## config.mk

```make
export PLATFORM = sky130hd
export DESIGN_NAME = seg7_reader
export DESIGN_NICKNAME = d
export VERILOG_FILES = /design/src/rtl/seg7_reader.sv
export SDC_FILE = /design/constraint.sdc
export NUM_CORES = 1
export LEC_CHECK = 0
export CAP_MARGIN = 20
export CORE_MARGIN = 5
export CORE_UTILIZATION = 56
export DETAILED_ROUTE_END_ITERATION = 16
export PLACE_DENSITY = 0.8
export SYNTH_ARGS = -nofsm -noshare
export SYNTH_HDL_FRONTEND = slang
export SYNTH_SLANG_ARGS = --single-unit
```

## constraint.sdc

```tcl
create_clock -name i_Clk -period 3.9 [get_ports i_Clk]
set_input_delay 0.78 -clock i_Clk [delete_from_list [all_inputs] [get_ports i_Clk]]
set_output_delay 0.78 -clock i_Clk [all_outputs]
set_load 0.005 [all_outputs]
```

## src/rtl/seg7_reader.sv

```systemverilog
// seg7_reader -- two-digit 7-segment bus monitor.
//
// Watches the tens and units segment buses, waits until both hold the same
// pattern for STABLE_CYCLES matching samples, then decodes the frame back to
// BCD and binary and reports it once with a one-cycle o_Valid strobe.
//
// Parameters:
//   STABLE_CYCLES  matching samples needed to accept a frame (>=1)
//   SEG_ACTIVE_LOW 1: segment lit when bus bit is 0
//
// Ports:
//   i_Clk, i_Rst_L       clock, async active-low reset
//   i_Segments1/2        tens/units buses {G,F,E,D,C,B,A} (may be async)
//   o_Tens, o_Units      decoded BCD digits of the reported frame
//   o_Value              10*o_Tens + o_Units
//   o_Valid              one-cycle strobe for a newly reported frame
//   o_Error              reported frame contained an illegal pattern
//   o_Frame_Count        accepted frames, saturating
//   o_Seq_Error          sticky count-sequence fault
//
// Optional feature: define SEG7_READER_SEQ_CHECK_EN to build the sequence
// checker; otherwise o_Seq_Error is tied low.

// Per-digit decoder: lit pattern -> BCD digit + illegal flag.
module seg7_reader_dec #(
  parameter bit BLANK_OK = 1'b0  // blank digit decodes to 0 without error
) (
  input  logic [6:0] i_Lit,
  output logic [3:0] o_Digit,
  output logic       o_Err
);
  always_comb begin
    o_Digit = 4'd0;
    o_Err   = 1'b0;
    case (i_Lit)
      7'h3F: o_Digit = 4'd0;
      7'h06: o_Digit = 4'd1;
      7'h5B: o_Digit = 4'd2;
      7'h4F: o_Digit = 4'd3;
      7'h66: o_Digit = 4'd4;
      7'h6D: o_Digit = 4'd5;
      7'h7D: o_Digit = 4'd6;
      7'h07: o_Digit = 4'd7;
      7'h7F: o_Digit = 4'd8;
      7'h6F: o_Digit = 4'd9;
      7'h00: o_Err   = !BLANK_OK;
      default: o_Err = 1'b1;
    endcase
  end
endmodule

module seg7_reader #(
  parameter int STABLE_CYCLES  = 4,
  parameter bit SEG_ACTIVE_LOW = 1'b1
) (
  input  logic        i_Clk,
  input  logic        i_Rst_L,
  input  logic [6:0]  i_Segments1,
  input  logic [6:0]  i_Segments2,
  output logic [3:0]  o_Tens,
  output logic [3:0]  o_Units,
  output logic [6:0]  o_Value,
  output logic        o_Valid,
  output logic        o_Error,
  output logic [15:0] o_Frame_Count,
  output logic        o_Seq_Error
);
  localparam int NUM_LANES = 2;  // lane 1 = tens, lane 0 = units
  localparam int CW = $clog2(STABLE_CYCLES + 1);
  localparam logic [CW-1:0] SC = CW'(STABLE_CYCLES);

  typedef enum logic [1:0] {S_SETTLE, S_REPORT, S_HOLD} state_t;

  logic [NUM_LANES-1:0][6:0] w_bus, w_lit;
  logic [NUM_LANES-1:0][6:0] r_sync1, r_sync2, r_prev, r_last_pat;
  logic [NUM_LANES-1:0][3:0] w_digit;
  logic [NUM_LANES-1:0]      w_derr;
  logic [2:0]                r_vld_pipe;
  logic                      r_have_last;
  logic [CW-1:0]             r_cnt, w_cnt_nxt;
  state_t                    r_state, w_state_nxt;
  logic                      w_match, w_load, w_err;
  logic [6:0]                w_val;

  assign w_bus = {i_Segments1, i_Segments2};

  // Sync chain plus a previous-sample register. r_vld_pipe marks when each
  // stage holds real post-reset data, so the reset-cleared zeros in the chain
  // are never counted as a stable frame.
  always_ff @(posedge i_Clk or negedge i_Rst_L) begin
    if (!i_Rst_L) begin
      r_sync1    <= '0;
      r_sync2    <= '0;
      r_prev     <= '0;
      r_vld_pipe <= '0;
    end else begin
      r_sync1    <= w_bus;
      r_sync2    <= r_sync1;
      r_prev     <= r_sync2;
      r_vld_pipe <= {r_vld_pipe[1:0], 1'b1};
    end
  end

  assign w_lit = SEG_ACTIVE_LOW ? ~r_sync2 : r_sync2;

  genvar g;
  generate
    for (g = 0; g < NUM_LANES; g++) begin : g_lane
      seg7_reader_dec #(.BLANK_OK(g == 1)) u_dec (
        .i_Lit   (w_lit[g]),
        .o_Digit (w_digit[g]),
        .o_Err   (w_derr[g])
      );
    end
  endgenerate

  assign w_err = |w_derr;
  assign w_val = 7'({3'd0, w_digit[1]} * 7'd10 + {3'd0, w_digit[0]});

  // Stability counter
  assign w_match = r_vld_pipe[2] && (r_sync2 == r_prev);

  always_comb begin
    w_cnt_nxt = '0;
    if (w_match) w_cnt_nxt = (r_cnt == SC) ? r_cnt : r_cnt + 1'b1;
  end

  // FSM next state. The frame is loaded on the edge that enters S_REPORT,
  // so o_Valid is high exactly while the FSM sits in S_REPORT.
  always_comb begin
    w_state_nxt = r_state;
    w_load      = 1'b0;
    case (r_state)
      S_SETTLE: begin
        if (w_match && w_cnt_nxt == SC) begin
          if (r_have_last && r_sync2 == r_last_pat) begin
            w_state_nxt = S_HOLD;      // returned to the last frame: silent
          end else begin
            w_state_nxt = S_REPORT;
            w_load      = 1'b1;
          end
        end
      end
      // A change during the report cycle restarts settling so the new
      // pattern is not stranded in S_HOLD.
      S_REPORT: w_state_nxt = w_match ? S_HOLD : S_SETTLE;
      S_HOLD:   if (!w_match) w_state_nxt = S_SETTLE;
      default:  w_state_nxt = S_SETTLE;
    endcase
  end

  always_ff @(posedge i_Clk or negedge i_Rst_L) begin
    if (!i_Rst_L) begin
      r_state       <= S_SETTLE;
      r_cnt         <= '0;
      r_last_pat    <= '0;
      r_have_last   <= 1'b0;
      o_Tens        <= '0;
      o_Units       <= '0;
      o_Value       <= '0;
      o_Valid       <= 1'b0;
      o_Error       <= 1'b0;
      o_Frame_Count <= '0;
    end else begin
      r_state <= w_state_nxt;
      r_cnt   <= w_cnt_nxt;
      o_Valid <= w_load;
      if (w_load) begin
        r_last_pat  <= r_sync2;
        r_have_last <= 1'b1;
        o_Tens      <= w_digit[1];
        o_Units     <= w_digit[0];
        o_Value     <= w_val;
        o_Error     <= w_err;
        if (o_Frame_Count != 16'hFFFF) o_Frame_Count <= o_Frame_Count + 16'd1;
      end
    end
  end

`ifdef SEG7_READER_SEQ_CHECK_EN
  // Each error-free frame must follow the previous error-free one by +1
  // mod 100; the first after reset and value 0 (stopwatch cleared) pass.
  logic       r_have_val, r_seq_err;
  logic [6:0] r_last_val, w_exp_val;

  assign w_exp_val = (r_last_val == 7'd99) ? 7'd0 : r_last_val + 7'd1;

  always_ff @(posedge i_Clk or negedge i_Rst_L) begin
    if (!i_Rst_L) begin
      r_have_val <= 1'b0;
      r_last_val <= '0;
      r_seq_err  <= 1'b0;
    end else if (w_load && !w_err) begin
      if (r_have_val && w_val != 7'd0 && w_val != w_exp_val) r_seq_err <= 1'b1;
      r_last_val <= w_val;
      r_have_val <= 1'b1;
    end
  end

  assign o_Seq_Error = r_seq_err;
`else
  assign o_Seq_Error = 1'b0;
`endif

endmodule

```

==> results of run 1 <==
## worst min path at each step
| stage | start | endpoint | slack (ns) | cells after the start |
|---|---|---|---|---|
| after floorplan | r_sync1[0] | r_sync2[0] | 0.33 | 0 |
| after global placement | r_vld_pipe[0] | r_vld_pipe[1] | 0.33 | 0 |
| after detailed placement | r_sync1[12] | r_sync2[12] | 0.33 | 0 |
| after CTS | r_sync1[12] | r_sync2[12] | 0.36 | 0 |
| after global routing | r_sync1[9] | r_sync2[9] | 0.37 | 0 |
| final | r_vld_pipe[1] | r_vld_pipe[2] | 0.36 | 0 |
## cells in the mapped netlist, types with 2 or more instances
cell and number:
o32ai_1 2, and2_1 3, xnor2_1 35, conb_1 2
nand3_1 16, dfrtp_1 97, and3_1 4, ha_1 8
buf_2 12, nor4_1 6, xnor2_2 7, a21oi_1 10
nor4_4 2, buf_4 4, nand2b_1 3, buf_1 2
nor3_1 6, and4_1 4, mux2_2 5, nand3b_1 4
nor3b_1 4, nand4_1 15, nand2_1 77, or4_1 3
xor2_1 6, or3_1 3, o21ai_0 13, clkbuf_1 2
nor2_1 9, inv_1 8
## metal layers
| layer | up-vias | GRT usage | part of all wire |
|---|---|---|---|
| met2 | 79 | 0.311 | 0.51 |
| met5 | - | 0 | 0 |
| met1 | 1449 | 0.245 | 0.42 |
| li1 | 1424 | - | - |
| met3 | 19 | 0.0557 | 0.051 |
| met4 | 0 | 0.0609 | 0.021 |
## layout make-up
type / count / share of cell area
flip-flops and latches: 97 / 0.478
well taps: 102 / 0.0251
clock buffers: 9 / 0.0244
inverters: 8 / 0.00592
multi-input cells: 269 / 0.352
repair buffers: 52 / 0.100
clock inverters: 7 / 0.0138
## where the power goes
part	switching [mW]	internal (mW)
Sequential	0.0350	1.03
Clock	0.368	0.248
Combinational	0.0503	0.0474
## sequential cells by signal, indices dropped and copies added (netlist names), 4 cells and up
| signal | count |
|---|---|
| o_Frame_Count | 16 |
| r_last_pat | 14 |
| r_prev | 14 |
| r_sync1 | 14 |
| r_sync2 | 14 |
| o_Value | 6 |
| o_Tens | 4 |
| o_Units | 4 |
## cell usage in the layout, fill, tap and decap left out, drive strengths merged, types with 2 or more instances in the layout
| master | netlist | layout |
|---|---|---|
| or3 | 3 | 3 |
| nor3 | 6 | 6 |
| xor2 | 6 | 6 |
| nor2 | 10 | 10 |
| clkinv | 0 | 3 |
| nand3 | 17 | 17 |
| a21oi | 10 | 10 |
| buf | 19 | 5 |
| clkdlybuf4s50 | 0 | 47 |
| xnor2 | 42 | 42 |
| nand2b | 3 | 3 |
| o32ai | 2 | 2 |
| nand2 | 77 | 77 |
| inv | 8 | 11 |
| nand3b | 4 | 4 |
| clkbuf | 2 | 9 |
| and2 | 3 | 3 |
| conb | 2 | 3 |
| and4 | 4 | 4 |
| or4 | 3 | 3 |
| and3 | 4 | 4 |
| mux2 | 5 | 5 |
| nand4 | 16 | 16 |
| nor3b | 4 | 4 |
| o41ai | 2 | 2 |
| o21ai | 13 | 13 |
| dfrtp | 97 | 97 |
| nor4 | 8 | 8 |
| ha | 8 | 8 |
## worst max-delay path: stages, from the launching register on
cell and delay, ns:
dfrtp_1 0.53, or3_1 0.46, a21oi_1 0.15, nor2_1 0.06, nor3b_1 0.35, ha_1 0.21, ha_1 0.14, inv_1 0.05
fa_1 0.54, inv_1 0.09, and3_1 0.20, nand3_1 0.09, o41ai_1 0.07, a2111oi_1 0.42, a21o_1 0.13
## logic make-up (layout without fill, tap and decap cells)
group                    Yosys count  in the layout
AO/OA/AOI/OAI                     37             37
XOR/XNOR                          48             48
adder cells (fa/ha/maj)           10             10
buffers and inverters             29             76
flip-flops                        97             97
multiplexers                       5              5
other                              2              3
AND/OR/NAND/NOR                  166            166
==> metrics.txt, run 1 <==
area used by sequential logic in the layout 0.00243 mm²; routability cong. 0.816; Die Span Y 98.2 µm; count of H-tree levels built during CTS 3; TritonCTS clock tree yes; maximum frequency from static timing analysis 282 MHz; number of diodes added for antenna fixing 0; syn_area_per_cell 11.1 µm²; worst-case headroom to the max-slew limit 0.448; clock period minus worst slack 3.55 ns; width of the chip 98.2 µm; number of standard cells in the final layout excluding fillers 544; via count of the first global-routing pass 3072; number of flops mapped to enable cells by yosys 0; Fin Setup TNS 0 ns; sequential element share of the synthesized area 0.557; first-pass GRT wire length 14700 µm; final std cell area, no fill 0.00508 mm²; FF+latch count, synth 97; clock transition at the registers of the reported paths 0.10 ns; Yosys warning total 0; setup slack of the most critical reg-to-reg path 0.35 ns; Lkg Pwr 2.22 nW; async set-reset flop share out of synthesis 1.00; placed instance area 0.00488 mm²; die area 0.00965 mm²; dpl ws 0.445 ns; CTS buffer count 9; remaining antenna violation count 0; synthesized-area fraction occupied by and/or/nand/nor cells 0.201; count of unique library cells instantiated by Yosys 52; setup repair after global routing missed its margin false; number of antenna violations at the first check in global routing 0; result of the run finished, final reports clean; post-synth design cell area 0.00436 mm²; number of instances in the synthesized netlist 394; top flip-flop cell by instance count after synthesis dfrtp_1; Sinks on Clock Net 97; crit share post-route 0.910; cells on worst reg2reg path 14; largest net degree at the start of global routing 69; dominant combinational cell family by area after synthesis simple AND/OR/NAND/NOR gates; Setup-failing EPs final 0; proportion of synthesized area in mux cells 0.0129; wirelength, routed 8310 µm; slew of the pin with the lowest slew margin 0.828 ns; Placement Rows 32; fraction of synthesized cell area in xor and xnor cells 0.108; final core area utilization 0.664; worst clock skew on the final layout 0.0135 ns; Total Nets Final 462; number of detailed-route iterations in the first pass 4; data required time of the critical path 4.20 ns; destination of the critical timing path o_Value[5]; io pins 50; Power Dens Cells 350 mW/mm²; worst-case setup margin in the final layout 0.349 ns; Worst setup startpoint r_sync2[7]; global-route total usage across every layer 0.190; number of remaining DRC errors 0; sort of element at the start of the critical path flip-flop; Port Buf Inserts 48; Peak supply drop 0.000212 V; final count of pins violating max slew 0; DPL Wire Length 5790 µm; data arrival time of the worst path 3.85 ns; post-synthesis to final-layout area growth 16.4%; hold-fix buffer count after cts 0; total power consumption of the routed design 1.78 mW; fraction of final layout cells with drive strength greater than 1 0.0928; Yosys top cell area share 0.557; Post-CTS Resized 0; adder-cell area share of the yosys netlist 0.0299; Via density 5.46; Root Buffer clkbuf_8; count of fill cells added during filler insertion 583; routed vias 2971; maximum fanout along the worst path 11; starting density of the core 0.570; class of the most critical hold timing path reg -> reg; core region area 0.00765 mm²; violation count after the first detailed-route iteration 100; gr ovfl total 0; Reg2Reg Capture Point o_Value[5]; total of max-cap violations 0; start of the worst register-to-register path r_sync2[7]; compound-cell area share of the yosys netlist 0.0554; type of element capturing the critical path flip-flop; cell total after placement 528; worst skew pair latency 0.36 ns; worst hold slack 0.355 ns; number of failing hold endpoints at the final stage 0; leading post-synthesis cells by cell area dfrtp_1 56%, xnor2_1 7.0%, nand2_1 6.6%; # Post-CTS Setup Buffers 0; cell accounting for the most synthesized area dfrtp_1; critical path start-end classification reg -> reg; Bufs on Longest Clock Path 2; combined area of the multi-input logic cells 0.00179 mm²; Wirelength per Cell 15.3 µm
Power figures use the tool's default switching activity.
==> run 2: changes to the inputs <==
--- a/config.mk
+++ b/config.mk
@@ -9,7 +9,9 @@
 export CORE_MARGIN = 5
 export CORE_UTILIZATION = 56
 export DETAILED_ROUTE_END_ITERATION = 16
+export GPL_TIMING_DRIVEN = 0
 export PLACE_DENSITY = 0.8
+export SKIP_LAST_GASP = 1
 export SYNTH_ARGS = -nofsm -noshare
 export SYNTH_HDL_FRONTEND = slang
 export SYNTH_SLANG_ARGS = --single-unit
==> run 2 against run 1 <==
Effect of this change: non-clock buffer count is 18 higher; fmax is 2.0% lower; count of clock-buffer cells in the layout is 2 higher; sequential power hardly changed; sequential cell count stayed put; register-to-register slack worse by 0.07 ns; final cell count is 3.3% higher; core utilization is 1.5 points higher.
==> metrics.txt, run 2 (same netlist as run 1, synthesis figures left out) <==
critical path start-end classification reg -> reg (unchanged); Post-CTS Resized 0 (unchanged); flip-flop count of the largest register, all copies and words added 16 (unchanged); register ranked first by flip-flop count o_Frame_Count (unchanged); Root Buffer clkbuf_8 (unchanged); number of remaining DRC errors 0 (unchanged); clock transition at the registers of the reported paths 0.10 ns (about the same); cell with the largest stage delay on the worst path fa_1 (unchanged); total of max-cap violations 0 (unchanged); count of fill cells added during filler insertion 594 (was 583); data arrival time of the worst path 3.92 ns (was 3.85 ns); Lkg Pwr 2.30 nW (was 2.22 nW); leading cell type in the layout, fill and taps excluded dfrtp_1 (unchanged); post-synthesis to final-layout area growth 19.1% (was 16.4%); die area 0.00965 mm² (unchanged); TritonCTS clock tree yes (unchanged); clock period minus worst slack 3.62 ns (was 3.55 ns); Power Dens Cells 346 mW/mm² (was 350 mW/mm²); Wirelength per Cell 14.4 µm (was 15.3 µm); final count of pins violating max slew 0 (unchanged); Via density 5.37 (was 5.46); routed vias 3019 (was 2971); commonest cells after routing, fill and taps aside 97 x dfrtp_1, 77 x nand2_1, 47 x clkdlybuf4s50_1 (unchanged); count of H-tree levels built during CTS 3 (unchanged); internal power component 1.36 mW (was 1.32 mW); NetSw 0.436 mW (was 0.453 mW); worst skew pair latency 0.35 ns (was 0.36 ns); Port Buf Inserts 48 (unchanged); switching power share of the total 0.243 (was 0.255); class of the most critical hold timing path reg -> reg (unchanged); core region area 0.00765 mm² (unchanged); crit share post-route 0.929 (was 0.910); remaining antenna violation count 0 (unchanged); starting density of the core 0.570 (unchanged); relative contribution of combinational cells to total power 0.072 (was 0.055); number of antenna violations at the first check in global routing 0 (unchanged); Peak supply drop 0.000203 V (was 0.000212 V); setup repair after global routing missed its margin false (unchanged); wirelength, routed 8120 µm (was 8310 µm); sequential share of power 0.580 (was 0.598); combined area of the multi-input logic cells 0.00179 mm² (unchanged); sort of element at the start of the critical path flip-flop (unchanged); type of element capturing the critical path flip-flop (unchanged); width of the chip 98.2 µm (unchanged); hold-fix buffer count after cts 0 (unchanged); Total Nets Final 480 (was 462); global-route total usage across every layer 0.185 (was 0.190); data required time of the critical path 4.20 ns (about the same); area used by sequential logic in the layout 0.00243 mm² (unchanged); CTS buffer count 9 (unchanged); total power consumption of the routed design 1.80 mW (was 1.78 mW); final core area utilization 0.679 (was 0.664); number of failing hold endpoints at the final stage 0 (unchanged); number of diodes added for antenna fixing 0 (unchanged); io pins 50 (unchanged); critical path cell sequence buf_2, or3_1, a21oi_1, nor2_1, nor3b_1, ha_1, ha_1, inv_1, fa_1, inv_1, and3_1, nand3_1, o41ai_1, a2111oi_1, a21o_1 (was or3_1, a21oi_1, nor2_1, nor3b_1, ha_1, ha_1, inv_1, fa_1, inv_1, and3_1, nand3_1, o41ai_1, a2111oi_1, a21o_1); Sinks on Clock Net 97 (unchanged); # Post-CTS Setup Buffers 0 (unchanged); violation count after the first detailed-route iteration 156 (was 100); first-pass GRT wire length 14500 µm (was 14700 µm); via count of the first global-routing pass 3128 (was 3072); routability cong. 0.812 (was 0.816); worst clock skew on the final layout 0.00891 ns (was 0.0135 ns); Placement Rows 32 (unchanged); Bufs on Longest Clock Path 2 (unchanged); maximum fanout along the worst path 10 (was 11); number of detailed-route iterations in the first pass 4 (unchanged); clock network power share 0.349 (was 0.347); Setup-failing EPs final 0 (unchanged); largest net degree at the start of global routing 61 (was 69); Die Span Y 98.2 µm (unchanged); slew of the pin with the lowest slew margin 0.674 ns (was 0.828 ns); worst hold slack 0.353 ns (was 0.355 ns); result of the run finished, final reports clean (unchanged); worst-case headroom to the max-slew limit 0.546 (was 0.448); fraction of final layout cells with drive strength greater than 1 0.120 (was 0.0928); DPL Wire Length 5830 µm (was 5790 µm); highest cell delay on the worst timing path 0.54 ns (about the same); gr ovfl total 0 (unchanged); maximum frequency from static timing analysis 276 MHz (was 282 MHz)
[run 2: cell types whose count changed in the layout (fill, tap and decap cells not counted), sizes merged]
cell	delta
clkinv	-3
inv	+1
clkbuf	+4
buf	+16
[run 2: critical path, delay by kind of cell (launching register included)]
family / cells / cell delay, ns
compound gates: 4 / 0.73
fa+ha+maj: 3 / 0.92
buf+inv: 3 / 0.34
flops: 1 / 0.44
simple gates: 5 / 1.14
[run 2: power by group through the flow]
stage,sequential [mW],clock (mW),combinational (mW)
floorplan,1.06,0,0.0752
detailed placement,1.06,0,0.129
CTS,1.04,0.641,0.129
global placement,1.06,0,0.123
finish,1.04,0.626,0.129
global route,1.05,0.686,0.144
[run 2: worst paths after layout]
| path | startpoint | endpoint | slack (ns) | depth (start not counted) |
|---|---|---|---|---|
| worst min-delay path | r_sync1[11] | r_sync2[11] | 0.35 | 0 |
| worst min register to register | r_sync1[11] | r_sync2[11] | 0.35 | 0 |
| min in group asynchronous | i_Rst_L | r_cnt[2] | 0.38 | 1 |
| worst max-delay path | r_sync2[13] | o_Value[5] | 0.28 | 15 |
| worst max register to register | r_sync2[13] | o_Value[5] | 0.28 | 15 |
| max in group asynchronous | i_Rst_L | o_Frame_Count[6] | 2.87 | 2 |
[run 2: cell type report]
type / instances / share of cell area
plain buffers: 21 / 0.0224
clock buffers: 11 / 0.0292
well taps: 102 / 0.0246
multi-input cells: 269 / 0.345
clock inverters: 5 / 0.00820
repair buffers: 49 / 0.0974
inverters: 8 / 0.00579
flip-flops and latches: 97 / 0.468
[run 2: metrics by stage]
stage / std cells / worst slack [ns] / TNS [ns] / instance area (µm²)
5_1_grt: 562 / 0.0694 / 0 / 5190
3_3_place_gp: 545 / -1.34 / -129.65 / 4970
6_report: 562 / 0.277 / 0 / 5190
2_1_floorplan: 395 / 0.795 / 0 / 4360
3_5_place_dp: 546 / 0.335 / 0 / 5000
4_1_cts: 562 / 0.309 / 0 / 5190
[run 2: layer usage]
| metal | vias to the layer above | routed length (µm) | track usage |
|---|---|---|---|
| met5 | - | 0 | 0 |
| met4 | 0 | 142 | 0.0630 |
| met3 | 13 | 329 | 0.0371 |
| met2 | 68 | 3880 | 0.301 |
| met1 | 1479 | 3770 | 0.249 |
| li1 | 1459 | - | - |
==> run 3: changes to the inputs <==
--- a/config.mk
+++ b/config.mk
@@ -7,10 +7,10 @@
 export LEC_CHECK = 0
 export CAP_MARGIN = 20
 export CORE_MARGIN = 5
-export CORE_UTILIZATION = 56
+export CORE_UTILIZATION = 60
 export DETAILED_ROUTE_END_ITERATION = 16
 export GPL_TIMING_DRIVEN = 0
-export PLACE_DENSITY = 0.8
+export PLACE_DENSITY = 0.85
 export SKIP_LAST_GASP = 1
 export SYNTH_ARGS = -nofsm -noshare
 export SYNTH_HDL_FRONTEND = slang
==> constraint.sdc (replaced) <==
create_clock -name i_Clk -period 4.3 [get_ports i_Clk]
set_input_delay 0.86 -clock i_Clk [delete_from_list [all_inputs] [get_ports i_Clk]]
set_output_delay 0.86 -clock i_Clk [all_outputs]
set_load 0.005 [all_outputs]
==> run 3 against run 2 <==
Effect of this change: cell area about the same; non-clock buffer count unchanged; sequential share of layout area about the same; core utilization up 4.5 points; sequential power down 9%; via count up 1.4%; fmax down 2.5%; register-to-register slack better by 0.31 ns; power down 7.4%; sequential cell count unchanged.
==> metrics.txt, run 3 (same netlist as run 1, synthesis figures left out) <==
result of the run finished, final reports clean (unchanged); kind of cell adding the most delay to the critical path simple AND/OR/NAND/NOR gates (unchanged); Setup-failing EPs final 0 (unchanged); number of diodes added for antenna fixing 0 (unchanged); class of the most critical hold timing path reg -> reg (unchanged); Placement Rows 31 (was 32); Power Dens Cells 320 mW/mm² (was 346 mW/mm²); routability cong. 0.787 (was 0.812); first-pass GRT wire length 14600 µm (was 14500 µm); Die Span Y 95.2 µm (was 98.2 µm); remaining antenna violation count 0 (unchanged); setup repair after global routing missed its margin false (unchanged); commonest cells after routing, fill and taps aside 97 x dfrtp_1, 77 x nand2_1, 47 x clkdlybuf4s50_1 (unchanged); starting density of the core 0.607 (was 0.570); via count of the first global-routing pass 3138 (was 3128); Sinks on Clock Net 97 (unchanged); sort of element at the start of the critical path flip-flop (unchanged); total of max-cap violations 0 (unchanged); total power consumption of the routed design 1.66 mW (was 1.80 mW); Bufs on Longest Clock Path 2 (unchanged); Worst setup startpoint r_sync2[13] (unchanged); number of failing hold endpoints at the final stage 0 (unchanged); flip-flop count of the largest register, all copies and words added 16 (unchanged); highest cell delay on the worst timing path 0.54 ns (about the same); Root Buffer clkbuf_8 (unchanged); worst clock skew on the final layout 0.0113 ns (was 0.00891 ns); io pins 50 (unchanged); maximum fanout along the worst path 10 (unchanged); Wirelength per Cell 15.1 µm (was 14.4 µm); worst skew pair latency 0.36 ns (was 0.35 ns); TritonCTS clock tree yes (unchanged); post-synthesis to final-layout area growth 19.2% (was 19.1%); data arrival time of the worst path 4.03 ns (was 3.92 ns); fraction of final layout cells with drive strength greater than 1 0.120 (unchanged); crit share post-route 0.865 (was 0.929); wirelength, routed 8420 µm (was 8120 µm); gr ovfl total 0 (unchanged); cell with the largest stage delay on the worst path fa_1 (unchanged); count of H-tree levels built during CTS 3 (unchanged); worst hold slack 0.347 ns (was 0.353 ns); routed vias 3061 (was 3019); # Post-CTS Setup Buffers 0 (unchanged); width of the chip 95.2 µm (was 98.2 µm); dpl ws 0.689 ns (was 0.335 ns); violation count after the first detailed-route iteration 198 (was 156); register ranked first by flip-flop count o_Frame_Count (unchanged); cells on worst reg2reg path 15 (unchanged); worst-case headroom to the max-slew limit 0.490 (was 0.546); Lkg Pwr 2.30 nW (about the same); number of antenna violations at the first check in global routing 0 (unchanged); hold-fix buffer count after cts 0 (unchanged); data required time of the critical path 4.61 ns (was 4.20 ns); global-route total usage across every layer 0.209 (was 0.185); number of detailed-route iterations in the first pass 4 (unchanged); CP Buf/Inv Count 3 (unchanged); DPL Wire Length 5990 µm (was 5830 µm); Total Nets Final 480 (unchanged); Post-CTS Resized 0 (unchanged); number of gates on the worst path with buffers counted 15 (unchanged); clock period minus worst slack 3.72 ns (was 3.62 ns); Via density 5.48 (was 5.37); Port Buf Inserts 48 (unchanged); type of element capturing the critical path flip-flop (unchanged); final count of pins violating max slew 0 (unchanged); largest net degree at the start of global routing 54 (was 61); maximum frequency from static timing analysis 269 MHz (was 276 MHz); Peak supply drop 0.000286 V (was 0.000203 V); core region area 0.00718 mm² (was 0.00765 mm²); number of remaining DRC errors 0 (unchanged); critical path start-end classification reg -> reg (unchanged); critical path cell sequence buf_2, or3_1, a21oi_1, nor2_1, nor3b_1, ha_1, ha_1, inv_1, fa_1, inv_1, and3_1, nand3_1, o41ai_1, a2111oi_1, a21o_1 (unchanged); clock transition at the registers of the reported paths 0.10 ns (about the same); start of the worst register-to-register path r_sync2[13] (unchanged); worst-case setup margin in the final layout 0.582 ns (was 0.277 ns); hold-critical path depth 0 (unchanged); leading cell type in the layout, fill and taps excluded dfrtp_1 (unchanged); beginning of the worst hold path r_vld_pipe[1] (was r_sync1[11]); slew of the pin with the lowest slew margin 0.758 ns (was 0.674 ns); die area 0.00907 mm² (was 0.00965 mm²); CTS buffer count 9 (unchanged)
-- run 3: final timing paths --
check                      slack [ns]             to
setup reg to reg                 0.58     o_Value[5]
max in group asynchronous        3.16     r_sync1[3]
hold / removal                   0.35  r_vld_pipe[2]
setup / recovery                 0.58     o_Value[5]
hold reg to reg                  0.35  r_vld_pipe[2]
min in group asynchronous        0.50       r_cnt[1]
-- run 3: metal layers --
layer	track usage	vias up	part of all wire
met5	0	-	0
met4	0.0769	0	0.021
met3	0.0474	17	0.043
met2	0.342	82	0.50
met1	0.272	1505	0.44
li1	-	1457	-
-- run 3: cell type report --
type                       count  area, µm²
tap                           99        124
timing repair buffer          49        505
multi-input combinational    269       1790
fill                         490       1980
inverter                       8       30.0
clock inverter                 7       78.8
clock buffer                   9        124
buffer                        21        116
sequential                    97       2430
-- run 3: report_power, final --
| part | leakage, nW | internal [mW] | switching (mW) |
|---|---|---|---|
| sequential | 1.24 | 0.933 | 0.0121 |
| combinational | 0.957 | 0.0509 | 0.0669 |
| clock | 0.0977 | 0.275 | 0.327 |
| total | 2.30 | 1.26 | 0.406 |
-- run 3: stage by stage --
step | util | instances | TNS [ns] | cell area, µm²
6_report | 0.724 | 559 | 0 | 5190
5_1_grt | 0.724 | 559 | 0 | 5190
4_1_cts | 0.724 | 559 | 0 | 5190
3_5_place_dp | 0.696 | 543 | 0 | 4990
3_3_place_gp | 0.692 | 542 | -97.04 | 4970
2_1_floorplan | - | 395 | 0 | 4360
